**src/rtl/axilite_arb.sv**
```systemverilog
// Round-robin arbiter sharing one AXI-Lite control master among NREQ requesters.
// One transaction outstanding at a time; timeouts complete with an error and drain the late done.
module axilite_arb #(
  parameter int NREQ    = 2,
  parameter int TIMEOUT = 1024
) (
  input  logic                 m_axi_aclk,
  input  logic                 m_axi_aresetn,
  input  logic [NREQ-1:0]      req_valid,
  input  logic [NREQ-1:0]      req_write,
  input  logic [32*NREQ-1:0]   req_addr,
  input  logic [32*NREQ-1:0]   req_wdata,
  input  logic [4*NREQ-1:0]    req_wstrb,
  output logic [NREQ-1:0]      req_ack,
  output logic                 rsp_err,
  output logic [31:0]          rsp_rdata,
  output logic                 busy,
  output logic                 start_write,
  output logic                 start_read,
  output logic [31:0]          write_addr,
  output logic [31:0]          write_data,
  output logic [3:0]           write_strb,
  output logic [31:0]          read_addr,
  input  logic [31:0]          read_data,
  input  logic                 done
);

  localparam int GW = $clog2(NREQ);
  localparam int TW = $clog2(TIMEOUT);

  typedef enum logic [2:0] {IDLE, ISSUE, WAIT, RESP, DRAIN} state_t;

  state_t            state, state_nxt;
  logic [GW-1:0]     grant, grant_nxt, last_grant, last_grant_nxt;
  logic [TW-1:0]     timer, timer_nxt;
  logic              drain, drain_nxt, is_write, is_write_nxt;
  logic [NREQ-1:0]   ack_nxt;
  logic              err_nxt, busy_nxt, start_w_nxt, start_r_nxt;
  logic [31:0]       rdata_nxt, waddr_nxt, wdata_nxt, raddr_nxt;
  logic [3:0]        wstrb_nxt;

  logic [2*NREQ-1:0] rot;
  int                first, pick;
  logic              sel_write;
  logic [31:0]       sel_addr, sel_wdata;
  logic [3:0]        sel_wstrb;

  // Round-robin pick: rotate so bit k is requester (last_grant+1+k) mod NREQ
  always_comb begin
    rot       = {req_valid, req_valid} >> (32'(last_grant) + 32'd1);
    first     = 0;
    for (int k = NREQ - 1; k >= 0; k--) begin
      if (rot[k]) first = k;
    end
    pick = 32'(last_grant) + 1 + first;
    if (pick >= NREQ) pick = pick - NREQ;
    sel_write = 1'b0;
    sel_addr  = '0;
    sel_wdata = '0;
    sel_wstrb = '0;
    for (int i = 0; i < NREQ; i++) begin
      if (pick == i) begin
        sel_write = req_write[i];
        sel_addr  = req_addr[32*i +: 32];
        sel_wdata = req_wdata[32*i +: 32];
        sel_wstrb = req_wstrb[4*i +: 4];
      end
    end
  end

  always_comb begin
    state_nxt      = state;
    grant_nxt      = grant;
    last_grant_nxt = last_grant;
    timer_nxt      = timer;
    drain_nxt      = drain;
    is_write_nxt   = is_write;
    ack_nxt        = '0;
    err_nxt        = 1'b0;
    rdata_nxt      = '0;
    start_w_nxt    = 1'b0;
    start_r_nxt    = 1'b0;
    waddr_nxt      = write_addr;
    wdata_nxt      = write_data;
    wstrb_nxt      = write_strb;
    raddr_nxt      = read_addr;
    case (state)
      IDLE: begin
        if (|req_valid) begin
          grant_nxt    = pick[GW-1:0];
          is_write_nxt = sel_write;
          if (sel_write) begin
            waddr_nxt   = sel_addr;
            wdata_nxt   = sel_wdata;
            wstrb_nxt   = sel_wstrb;
            start_w_nxt = 1'b1;
          end else begin
            raddr_nxt   = sel_addr;
            start_r_nxt = 1'b1;
          end
          state_nxt = ISSUE;
        end
      end
      ISSUE: begin
        timer_nxt = '0;
        state_nxt = WAIT;
      end
      WAIT: begin
        timer_nxt = timer + 1'b1;
        // Timeout fires in the cycle the timer steps onto TIMEOUT-1; done in that same cycle wins
        if (done) begin
          state_nxt      = RESP;
          ack_nxt[grant] = 1'b1;
          rdata_nxt      = is_write ? 32'd0 : read_data;
          last_grant_nxt = grant;
        end else if (timer == TW'(TIMEOUT - 2)) begin
          state_nxt      = RESP;
          ack_nxt[grant] = 1'b1;
          err_nxt        = 1'b1;
          drain_nxt      = 1'b1;
          last_grant_nxt = grant;
        end
      end
      RESP: state_nxt = drain ? DRAIN : IDLE;
      DRAIN: begin
        if (done) begin
          drain_nxt = 1'b0;
          state_nxt = IDLE;
        end
      end
      default: state_nxt = IDLE;
    endcase
    busy_nxt = (state_nxt != IDLE);
  end

  always_ff @(posedge m_axi_aclk or negedge m_axi_aresetn) begin
    if (!m_axi_aresetn) begin
      state       <= IDLE;
      grant       <= '0;
      last_grant  <= GW'(NREQ - 1);
      timer       <= '0;
      drain       <= 1'b0;
      is_write    <= 1'b0;
      req_ack     <= '0;
      rsp_err     <= 1'b0;
      rsp_rdata   <= '0;
      busy        <= 1'b0;
      start_write <= 1'b0;
      start_read  <= 1'b0;
      write_addr  <= '0;
      write_data  <= '0;
      write_strb  <= '0;
      read_addr   <= '0;
    end else begin
      state       <= state_nxt;
      grant       <= grant_nxt;
      last_grant  <= last_grant_nxt;
      timer       <= timer_nxt;
      drain       <= drain_nxt;
      is_write    <= is_write_nxt;
      req_ack     <= ack_nxt;
      rsp_err     <= err_nxt;
      rsp_rdata   <= rdata_nxt;
      busy        <= busy_nxt;
      start_write <= start_w_nxt;
      start_read  <= start_r_nxt;
      write_addr  <= waddr_nxt;
      write_data  <= wdata_nxt;
      write_strb  <= wstrb_nxt;
      read_addr   <= raddr_nxt;
    end
  end

endmodule

```
**config.mk**
```make
export PLATFORM = sky130hd
export DESIGN_NAME = axilite_arb
export DESIGN_NICKNAME = d
export VERILOG_FILES = /design/src/rtl/axilite_arb.sv
export SDC_FILE = /design/constraint.sdc
export NUM_CORES = 1
export LEC_CHECK = 0
export BUFFER_PORTS_ARGS = -buffer_cell sky130_fd_sc_hd__buf_2
export CAP_MARGIN = 20
export CORE_ASPECT_RATIO = 0.75
export CORE_MARGIN = 5
export CORE_UTILIZATION = 35
export DETAILED_ROUTE_END_ITERATION = 8
export PLACE_DENSITY = 0.77
export SETUP_SLACK_MARGIN = 0.5
export SLEW_MARGIN = 20
export SYNTH_ARGS = -nofsm -noshare
export SYNTH_HDL_FRONTEND = slang
export SYNTH_SLANG_ARGS = --single-unit
```
**constraint.sdc**
```tcl
create_clock -name m_axi_aclk -period 2 [get_ports m_axi_aclk]
set_input_delay 0.2 -clock m_axi_aclk [delete_from_list [all_inputs] [get_ports m_axi_aclk]]
set_output_delay 0.2 -clock m_axi_aclk [all_outputs]
set_load 0.005 [all_outputs]
```
Yosys cells after proc, flatten, opt, wreduce, memory -nomap -nowiden
Cells that the tools add are included.
{ "classes": {"shift": 1, "eq_ne": 9, "addsub": 4, "bitwise": 1, "reduce_logical": 13, "n_mux": 41, "magnitude_cmp": 3} }
{ "ops": {"columns": ["operator", "n"], "rows": [
  ["$mux 32", 9],
  ["$add 2x32->32", 1],
  ["$eq 32x2->1 const B", 1],
  ["$ge 32x3->1 const B", 1],
  ["$logic_not 32->1", 1],
  ["$shr 4x32->2", 1],
  ["$sub 32x3->32 const B", 1],
  ["$pmux 10 s2", 1],
  ["$mux 1", 18],
  ["$mux 3", 5],
  ["$pmux 3 s5", 1],
  ["$add 10x1->10 const B", 1],
  ["$eq 10x10->1 const B", 1],
  ["$mux 4", 2],
  ["$eq 3x2->1 const B", 2],
  ["$mux 2", 3],
  ["$ne 2x2->1 const B", 3],
  ["$reduce_and 3->1", 2],
  ["$reduce_bool 2->1", 3],
  ["$reduce_and 2->1", 2],
  ["$reduce_and 4->1", 1],
  ["$eq 3x1->1 const B", 1],
  ["$eq 3x3->1 const B", 1],
  ["$logic_not 3->1", 1],
  ["9 further kinds", 9]
]} }
{ "word_totals": {"in_bits": 175, "reg_bits": 155, "wordCells": 88} }

Longest topological paths before layout
Gate-level depths: netlist of run 1.
{ "logic_depth": {"word_depth": 13, "mapped_depth": 7} }

Least setup slack after synthesis of run 1
No wires, ideal clock.
{ "synth_timing": {"kind": "reg-to-reg", "startpoint": "register last_grant", "endpoint": "register write_data[22]", "arrival_time_ps": 1998, "n_path_buf": 3, "slack_ps": -122, "t_required_ps": 1875, "setup_time_ps": 125, "path_stages_with_launch": 8, "path_cell_list": "dfstp_2 nor2b_1 a21o_1 buf_2 buf_2 buf_2 mux2_2 mux2_2"} }
{ "synth_between": {"elab_chain_len": 11, "word_cells_on_any_way": 15, "cone_classes": "3 x add/sub; 1 x order compare; 1 x eq/ne; 1 x shift; 7 x mux; 2 x reduce/logical"} }
{ "synth_lines": {"columns": ["element", "line", "text"], "rows": [
  ["from (decl)", "34", "logic [GW-1:0] grant, grant_nxt, last_grant, last_grant_nxt;"],
  ["from (signal assigned)", "140", "last_grant <= GW'(NREQ - 1);"],
  ["from (signal assigned)", "157", "last_grant <= last_grant_nxt;"],
  ["$add 1x1->2 (*)", "50, 55", null],
  ["$shr 4x32->2", "50", "rot = {req_valid, req_valid} >> (32'(last_grant) + 32'd1);"],
  ["$mux 1", "53", "if (rot[k]) first = k;"],
  ["$mux 32", "53", null],
  ["$add 2x32->32 (*)", "55", "pick = 32'(last_grant) + 1 + first;"],
  ["$sub 32x3->32 or $ge 32x3->1 (tied branches)", "56", "if (pick >= NREQ) pick = pick - NREQ;"],
  ["$mux 32 (*)", "56", null],
  ["$logic_not 32->1", "62", "if (pick == i) begin"],
  ["$mux 1 (2 in series)", "62", null],
  ["$reduce_and 3->1 (no line)", null, null],
  ["to (signal assigned)", "168", "write_data <= wdata_nxt;"],
  ["to (decl)", "21", "output logic [31:0] write_data,"]
]} }
Every way passes the cells marked *; elsewhere a longest branch is shown, timed or not.
A chain may end at the register's enable or synchronous reset.

Final worst setup path of run 1
{ "layout_timing": {"startpoint": "register last_grant", "endpoint": "register write_addr[26]"} }
{ "layout_between": {"elab_chain_len": 11, "word_cells_on_any_way": 15, "cone_classes": "3 x add/sub; 1 x order compare; 1 x eq/ne; 1 x shift; 7 x mux; 2 x reduce/logical"} }
{ "layout_lines": {"columns": ["element", "line", "text"], "rows": [
  ["$add 1x1->2 (*)", "50, 55", null],
  ["$shr 4x32->2", "50", null],
  ["$mux 1", "53", null],
  ["$mux 32", "53", null],
  ["$add 2x32->32 (*)", "55", null],
  ["$sub 32x3->32 or $ge 32x3->1 (tied branches)", "56", null],
  ["$mux 32 (*)", "56", null],
  ["$logic_not 32->1", "62", null],
  ["$mux 1 (2 in series)", "62", null],
  ["$reduce_and 3->1 (no line)", null, null],
  ["to (signal assigned)", "167", "write_addr <= waddr_nxt;"],
  ["to (decl)", "20", "output logic [31:0] write_addr,"]
]} }
Marked as above.

==> results.cfg, run 1 <==
[floorplanning]
die_x_um = 168
start_util_pct = 35.6
row_count = 43
core_sq_um = 18500
dieArea_sq_um = 21600
die_y_um = 129
ioPinCount = 313

[cells_and_area]
fill_cells = 1509
n_antenna_cell = 0
drive_gt1_share_pct = 65.9
multiInputGateArea_sq_um = 2890
final_nets = 1030
syn_to_final_growth_pct = 56.0
seq_area_sq_um = 3880
final_cell_area_sq_um = 10300

[setup_path]
cp-endpoint = write_addr[26]$_DFFE_PN0P_
rrSetupSlack_ps = 80
crit_path_end_kind = flop
cp_max_fo = 19
critPathRequiredTime_ps = 2290
r2r-start = last_grant$_DFFE_PN1P_
path_class = flop to flop
r2r-end = write_addr[26]$_DFFE_PN0P_
reg2reg_depth = 5
crit_path_start = last_grant$_DFFE_PN1P_
crit_arrival_ps = 2210
start_kind = flop

[clock_tree]
clock-root-buffer = clkbuf_16
htree_levels = 4
clk_latency_ps = 420
ctsLongestPathBuffers = 2
cts_sinks = 155
path_clk_slew_ps = 60
cts_tree = yes
numCtsBuffers = 17

[detailed_routing]
antenna_left = 0
drt_iter0_markers = 175
drc = 0
avgViaCountPerCell = 4.69
drt_first_pass_iters = 4
vias = 5220
wl_per_cell_um = 17.5
drt_wl_total_mm = 19.5

[synth]
synth_nets = 643
synthTopCellsByCount = 162 x mux2_2, 154 x dfrtp_1, 35 x and2_1
synth.top_cell.area_share_pct = 58.7
syn_avg_cell_area_sq_um = 14.1
synth_top_cell_by_area = dfrtp_1
synth.distinct_cells = 33
mappedNetlistArea_sq_um = 6570
ys_seq_area_share_pct = 59.1
synth_area_leaders = dfrtp_1 59%, mux2_2 28%, and2_1 3.3%, o21ai_0 1.3%, mux2_1 1.2%
synthCells = 466
synth_edf_count = 0
ys_seq_elements = 155
ys.flop_type = dfrtp_1
synthArstFlopShare_pct = 100
synth.most_common_cell = mux2_2
yosysWarnings = 0

[place]
hpwlAfterDp_mm = 12.8
numPortBuffers = 312
gp_congestion = 0.787
post_dp_cell_area_sq_um = 8720

[sta]
layout_worst_path_cycle_share_pct = 96.2
worst_slew_pin_slew_ps = 422
setup-violations-final = 0
hold_viol = 0
rsz0062_at_grt = true
skew_ps = 12.6
holdWs_ps = 144
relSlewSlack_pct = 71.7
finalSetupTns_ps = 0
layout_min_cycle_time_ps = 1920
slew_violations = 0
fmax_mhz = 520

[pwr]
total_power_uw = 14100
ir_drop_mv = 0.698
p_leak_uw = 0.00515
powerDensity_nw_per_um2 = 1380

[worst_hold_path]
hold_path.class = primary input to flop

[global_route]
grt_pass1_wl_mm = 28.4
grt_max_degree = 75
antenna_found_initial = 0
grtUsageTotal_pct = 16.5
grt_overflow = 0
grt_pass1_vias = 5389

[run_status]
status = complete, no violations

[run]
drv_cap = 0
worst min-delay path by stage:
stage,to,slack (ps),depth (start not counted),from
2_1_floorplan,busy$_DFF_PN0_,-100,0,m_axi_aresetn
3_3_place_gp,rsp_rdata[3]$_DFF_PN0_,30,1,m_axi_aresetn
3_5_place_dp,rsp_rdata[10]$_DFF_PN0_,40,1,m_axi_aresetn
4_1_cts,write_data[28]$_DFFE_PN0P_,120,3,req_wdata[60]
5_1_grt,write_data[6]$_DFFE_PN0P_,120,3,req_wdata[6]
6_report,write_data[28]$_DFFE_PN0P_,140,3,req_wdata[60]
flip-flops by register name, indices dropped and copies added, names as in the netlist:
name / flops
read_addr: 32
rsp_rdata: 32
write_addr: 32
write_data: 32
timer: 10
write_strb: 4
state: 3
req_ack: 2
busy: 1
drain: 1
grant: 1
is_write: 1
last_grant: 1
rsp_err: 1
start_read: 1
start_write: 1
placed cells by master (no fill, tap or decap), types with 10 or more instances in the layout:
cell	n
dlygate4sd3_1	34
buf_12	11
clkbuf_16	22
mux2_2	100
mux2_4	62
dfrtp_1	154
buf_2	311
buf_4	17
nand2_1	11
buf_6	10
and2_1	35
critical path, cell delays in order, from the launching register on:
cell     delay (ps)
dfstp_2         540
nor2b_4         180
a21o_4          190
buf_12          200
mux2_2          380
mux2_1          310
where the power goes:
part / total, uW / internal (uW) / switching (uW) / leakage (uW)
Clock: 3000 / 1650 / 1340 / 0.000264
Sequential: 5020 / 4400 / 628 / 0.00193
Combinational: 6080 / 3620 / 2460 / 0.00296
per-layer routing:
layer	wire [um]	vias to the layer above	global-route usage, %
met5	0	-	0
li1	-	2410	-
met2	9620	229	28.2
met3	1500	30	5.71
met1	8060	2551	20.1
met4	347	0	4.72
cells by family after synthesis:
kind of cell	share of synthesized area, %
AOI/OAI and AO/OA	2.82
xor gates and xnor gates	0.267
adders and majority gates	0.381
buffers and inverters	2.02
DFF	59.1
muxes	29.1
and+or+nand+nor	6.34
metrics by stage:
stage	setup slack, ps	utilization [%]	cells
5_1_grt	11.8	55.5	1113
3_3_place_gp	56.8	47.2	1018
2_1_floorplan	158	-	466
3_5_place_dp	4.82	47.2	1018
4_1_cts	67.3	53.0	1095
6_report	76.3	55.5	1113
what timing repair did:
action                                  CTS  global route
hold endpoints to repair                187             0
hold buffers                             34             0
gates resized for setup                   7            75
endpoints found under the setup margin  138           143
buffers inserted                          9            11
pin swaps                                 1             5
cloned                                    2             7
final cells by class:
| class | instances | share of cell area (%) |
|---|---|---|
| Timing Repair Buffer | 393 | 25.3 |
| Sequential cell | 155 | 37.8 |
| Multi-Input combinational cell | 280 | 28.2 |
| Tap cell | 247 | 3.01 |
| Clock buffer | 19 | 4.32 |
| Inverter | 6 | 0.220 |
| Clock inverter | 13 | 1.09 |
Power figures use the tool's default switching activity.
==> run 2: changes to the inputs <==
--- a/config.mk
+++ b/config.mk
@@ -9,10 +9,11 @@
 export CAP_MARGIN = 20
 export CORE_ASPECT_RATIO = 0.75
 export CORE_MARGIN = 5
-export CORE_UTILIZATION = 35
+export CORE_UTILIZATION = 45
 export DETAILED_ROUTE_END_ITERATION = 8
-export PLACE_DENSITY = 0.77
+export PLACE_DENSITY = 0.89
 export SETUP_SLACK_MARGIN = 0.5
+export SKIP_LAST_GASP = 1
 export SLEW_MARGIN = 20
 export SYNTH_ARGS = -nofsm -noshare
 export SYNTH_HDL_FRONTEND = slang
==> constraint.sdc (replaced) <==
create_clock -name m_axi_aclk -period 2.3 [get_ports m_axi_aclk]
set_input_delay 0.23 -clock m_axi_aclk [delete_from_list [all_inputs] [get_ports m_axi_aclk]]
set_output_delay 0.23 -clock m_axi_aclk [all_outputs]
set_load 0.005 [all_outputs]
==> run 2 against run 1 <==
Wire length grew 8.1%. Register-to-register slack improved by 270 ps. Cell area is 0.70% lower. Cell count is 8.2% lower. Sequential power fell by 11%. Hold slack lost 110 ps. Clock power is 2% higher. Clock-buffer cell count unchanged. Die area fell by 21%. Sequential cell count is the same. Setup slack improved by 270 ps. Critical path type unchanged. Critical endpoint is now write_data[31]$_DFFE_PN0P_. Largest power group unchanged. Highest routed layer unchanged.
==> results.cfg, run 2 (synthesis gave the netlist of run 1 again) <==
[pwr]
p_int_uw = 9230
switchingPower_uw = 3980
switching_share_pct = 30.1
p_leak_uw = 0.00529
ir_drop_mv = 0.726
powerDensity_nw_per_um2 = 1300
clkPwrFrac_pct = 23.2
combPwrFrac_pct = 43.2
p_seq_share_pct = 33.7
total_power_uw = 13200

[setup_path]
cp_max_fo = 7
cp_slowest_stage_delay_ps = 550
reg2reg_depth = 6
crit_arrival_ps = 2250
critPathRequiredTime_ps = 2590
slowest_stage = dfstp_2
r2r-end = write_data[31]$_DFFE_PN0P_
start_kind = flop
r2r-start = last_grant$_DFFE_PN1P_
path_cells = nor2b_4 > a21o_4 > buf_12 > buf_16 > mux2_2 > mux2_2
cp_common_cell = mux2_2
crit_path_end_kind = flop
rrSetupSlack_ps = 340
path_class = flop to flop

[sta]
fmax_mhz = 511
hold_viol = 0
setup_slack_ps = 343
worst_slew_pin_slew_ps = 549
skew_ps = 10.8
layout_worst_path_cycle_share_pct = 85.1
layout_min_cycle_time_ps = 1960
rsz0062_at_grt = true
finalSetupTns_ps = 0
setup-violations-final = 0
relSlewSlack_pct = 63.4
slew_violations = 0
holdWs_ps = 32.2

[worst_hold_path]
worstHoldStart = read_data[22]
min_to = rsp_rdata[22]$_DFF_PN0_
hold_path_depth = 2
hold_path.class = primary input to flop

[floorplanning]
start_util_pct = 45.6
row_count = 38
die_y_um = 115
dieArea_sq_um = 17100
die_x_um = 150
ioPinCount = 313
core_sq_um = 14400

[run_status]
status = complete, no violations

[detailed_routing]
vias = 5173
avgViaCountPerCell = 5.06
drt_first_pass_iters = 4
drc = 0
drt_iter0_markers = 228
antenna_left = 0
drt_wl_total_mm = 21.1
wl_per_cell_um = 20.7

[cells_and_area]
layout_common_cells = 311 x buf_2, 153 x dfrtp_1, 135 x mux2_4, 35 x and2_1, 34 x mux2_2
final_nets = 986
syn_to_final_growth_pct = 54.9
multiInputGateArea_sq_um = 3130
seq_area_sq_um = 3880
mostFrequentLayoutCell = buf_2
drive_gt1_share_pct = 68.1
fill_cells = 959

[place]
pre_cts_slack_ps = 298
hpwlAfterDp_mm = 13.0
numPortBuffers = 312
gp_congestion = 0.798

[global_route]
antenna_found_initial = 1
grt_overflow = 0
grt_pass1_wl_mm = 29.6
grtUsageTotal_pct = 22.6
grt_pass1_vias = 5489
grt_max_degree = 58

[clock_tree]
path_clk_slew_ps = 60
numCtsBuffers = 17
clock-root-buffer = clkbuf_16
cts_tree = yes
ctsLongestPathBuffers = 2
cts_sinks = 155
clk_latency_ps = 400
htree_levels = 4

[run]
drv_cap = 0
run 2: what timing repair did:
item	in CTS	in global routing
setup endpoints to repair	100	121
gates cloned	8	5
buffers inserted	10	2
gates resized for setup	75	63
pin swaps	1	2
endpoints found under the hold margin	55	0
hold buffers	1	0
run 2: metrics by stage:
step,cells,util [%],instance area [sq um]
2_1_floorplan,466,-,6720
3_3_place_gp,964,59.3,8550
3_5_place_dp,964,59.3,8550
4_1_cts,1014,68.0,9800
5_1_grt,1022,70.7,10200
6_report,1022,70.7,10200
run 2: final cells by class:
cell class,instances,share of cell area (%)
flip-flops and latches,155,38.1
well taps,200,2.46
multi-input cells,280,30.7
clock inverters,12,2.08
inverters,6,0.221
repair buffers,349,22.0
clock buffers,19,4.35
diodes,1,0.0246
run 2: worst max path at each step:
stage | from | to | slack (ps) | cells after the start
after floorplan | last_grant$_DFFE_PN1P_ | write_data[22]$_DFFE_PN0P_ | 460 | 7
after global placement | last_grant$_DFFE_PN1P_ | write_addr[30]$_DFFE_PN0P_ | 360 | 5
after detailed placement | last_grant$_DFFE_PN1P_ | write_addr[23]$_DFFE_PN0P_ | 300 | 5
after CTS | last_grant$_DFFE_PN1P_ | write_strb[0]$_DFFE_PN0P_ | 370 | 6
after global routing | last_grant$_DFFE_PN1P_ | write_data[31]$_DFFE_PN0P_ | 280 | 6
final | last_grant$_DFFE_PN1P_ | write_data[31]$_DFFE_PN0P_ | 340 | 6
run 2: per-layer routing:
layer  track usage [%]  share of wire, %  vias up
li1                  -                 -     2320
met1              25.4                38     2605
met2              41.1                53      224
met3              7.12               7.3       24
met4              7.01               1.8        0
met5                 0                 0        -
run 2: power by group through the flow:
stage | Clock, uW | Sequential, uW | Combinational (uW)
2_1_floorplan | 0 | 4470 | 2280
3_3_place_gp | 0 | 4360 | 4100
3_5_place_dp | 0 | 4430 | 4220
4_1_cts | 3120 | 4400 | 5100
5_1_grt | 3260 | 4570 | 6050
6_report | 3060 | 4450 | 5700
run 2: worst max-delay path, delay by kind of cell (launching register included):
family / cells / cell delay [ps]
DFF: 1 / 550
buffers and inverters: 2 / 320
AOI/OAI and AO/OA: 1 / 180
muxes: 2 / 620
and+or+nand+nor: 1 / 180
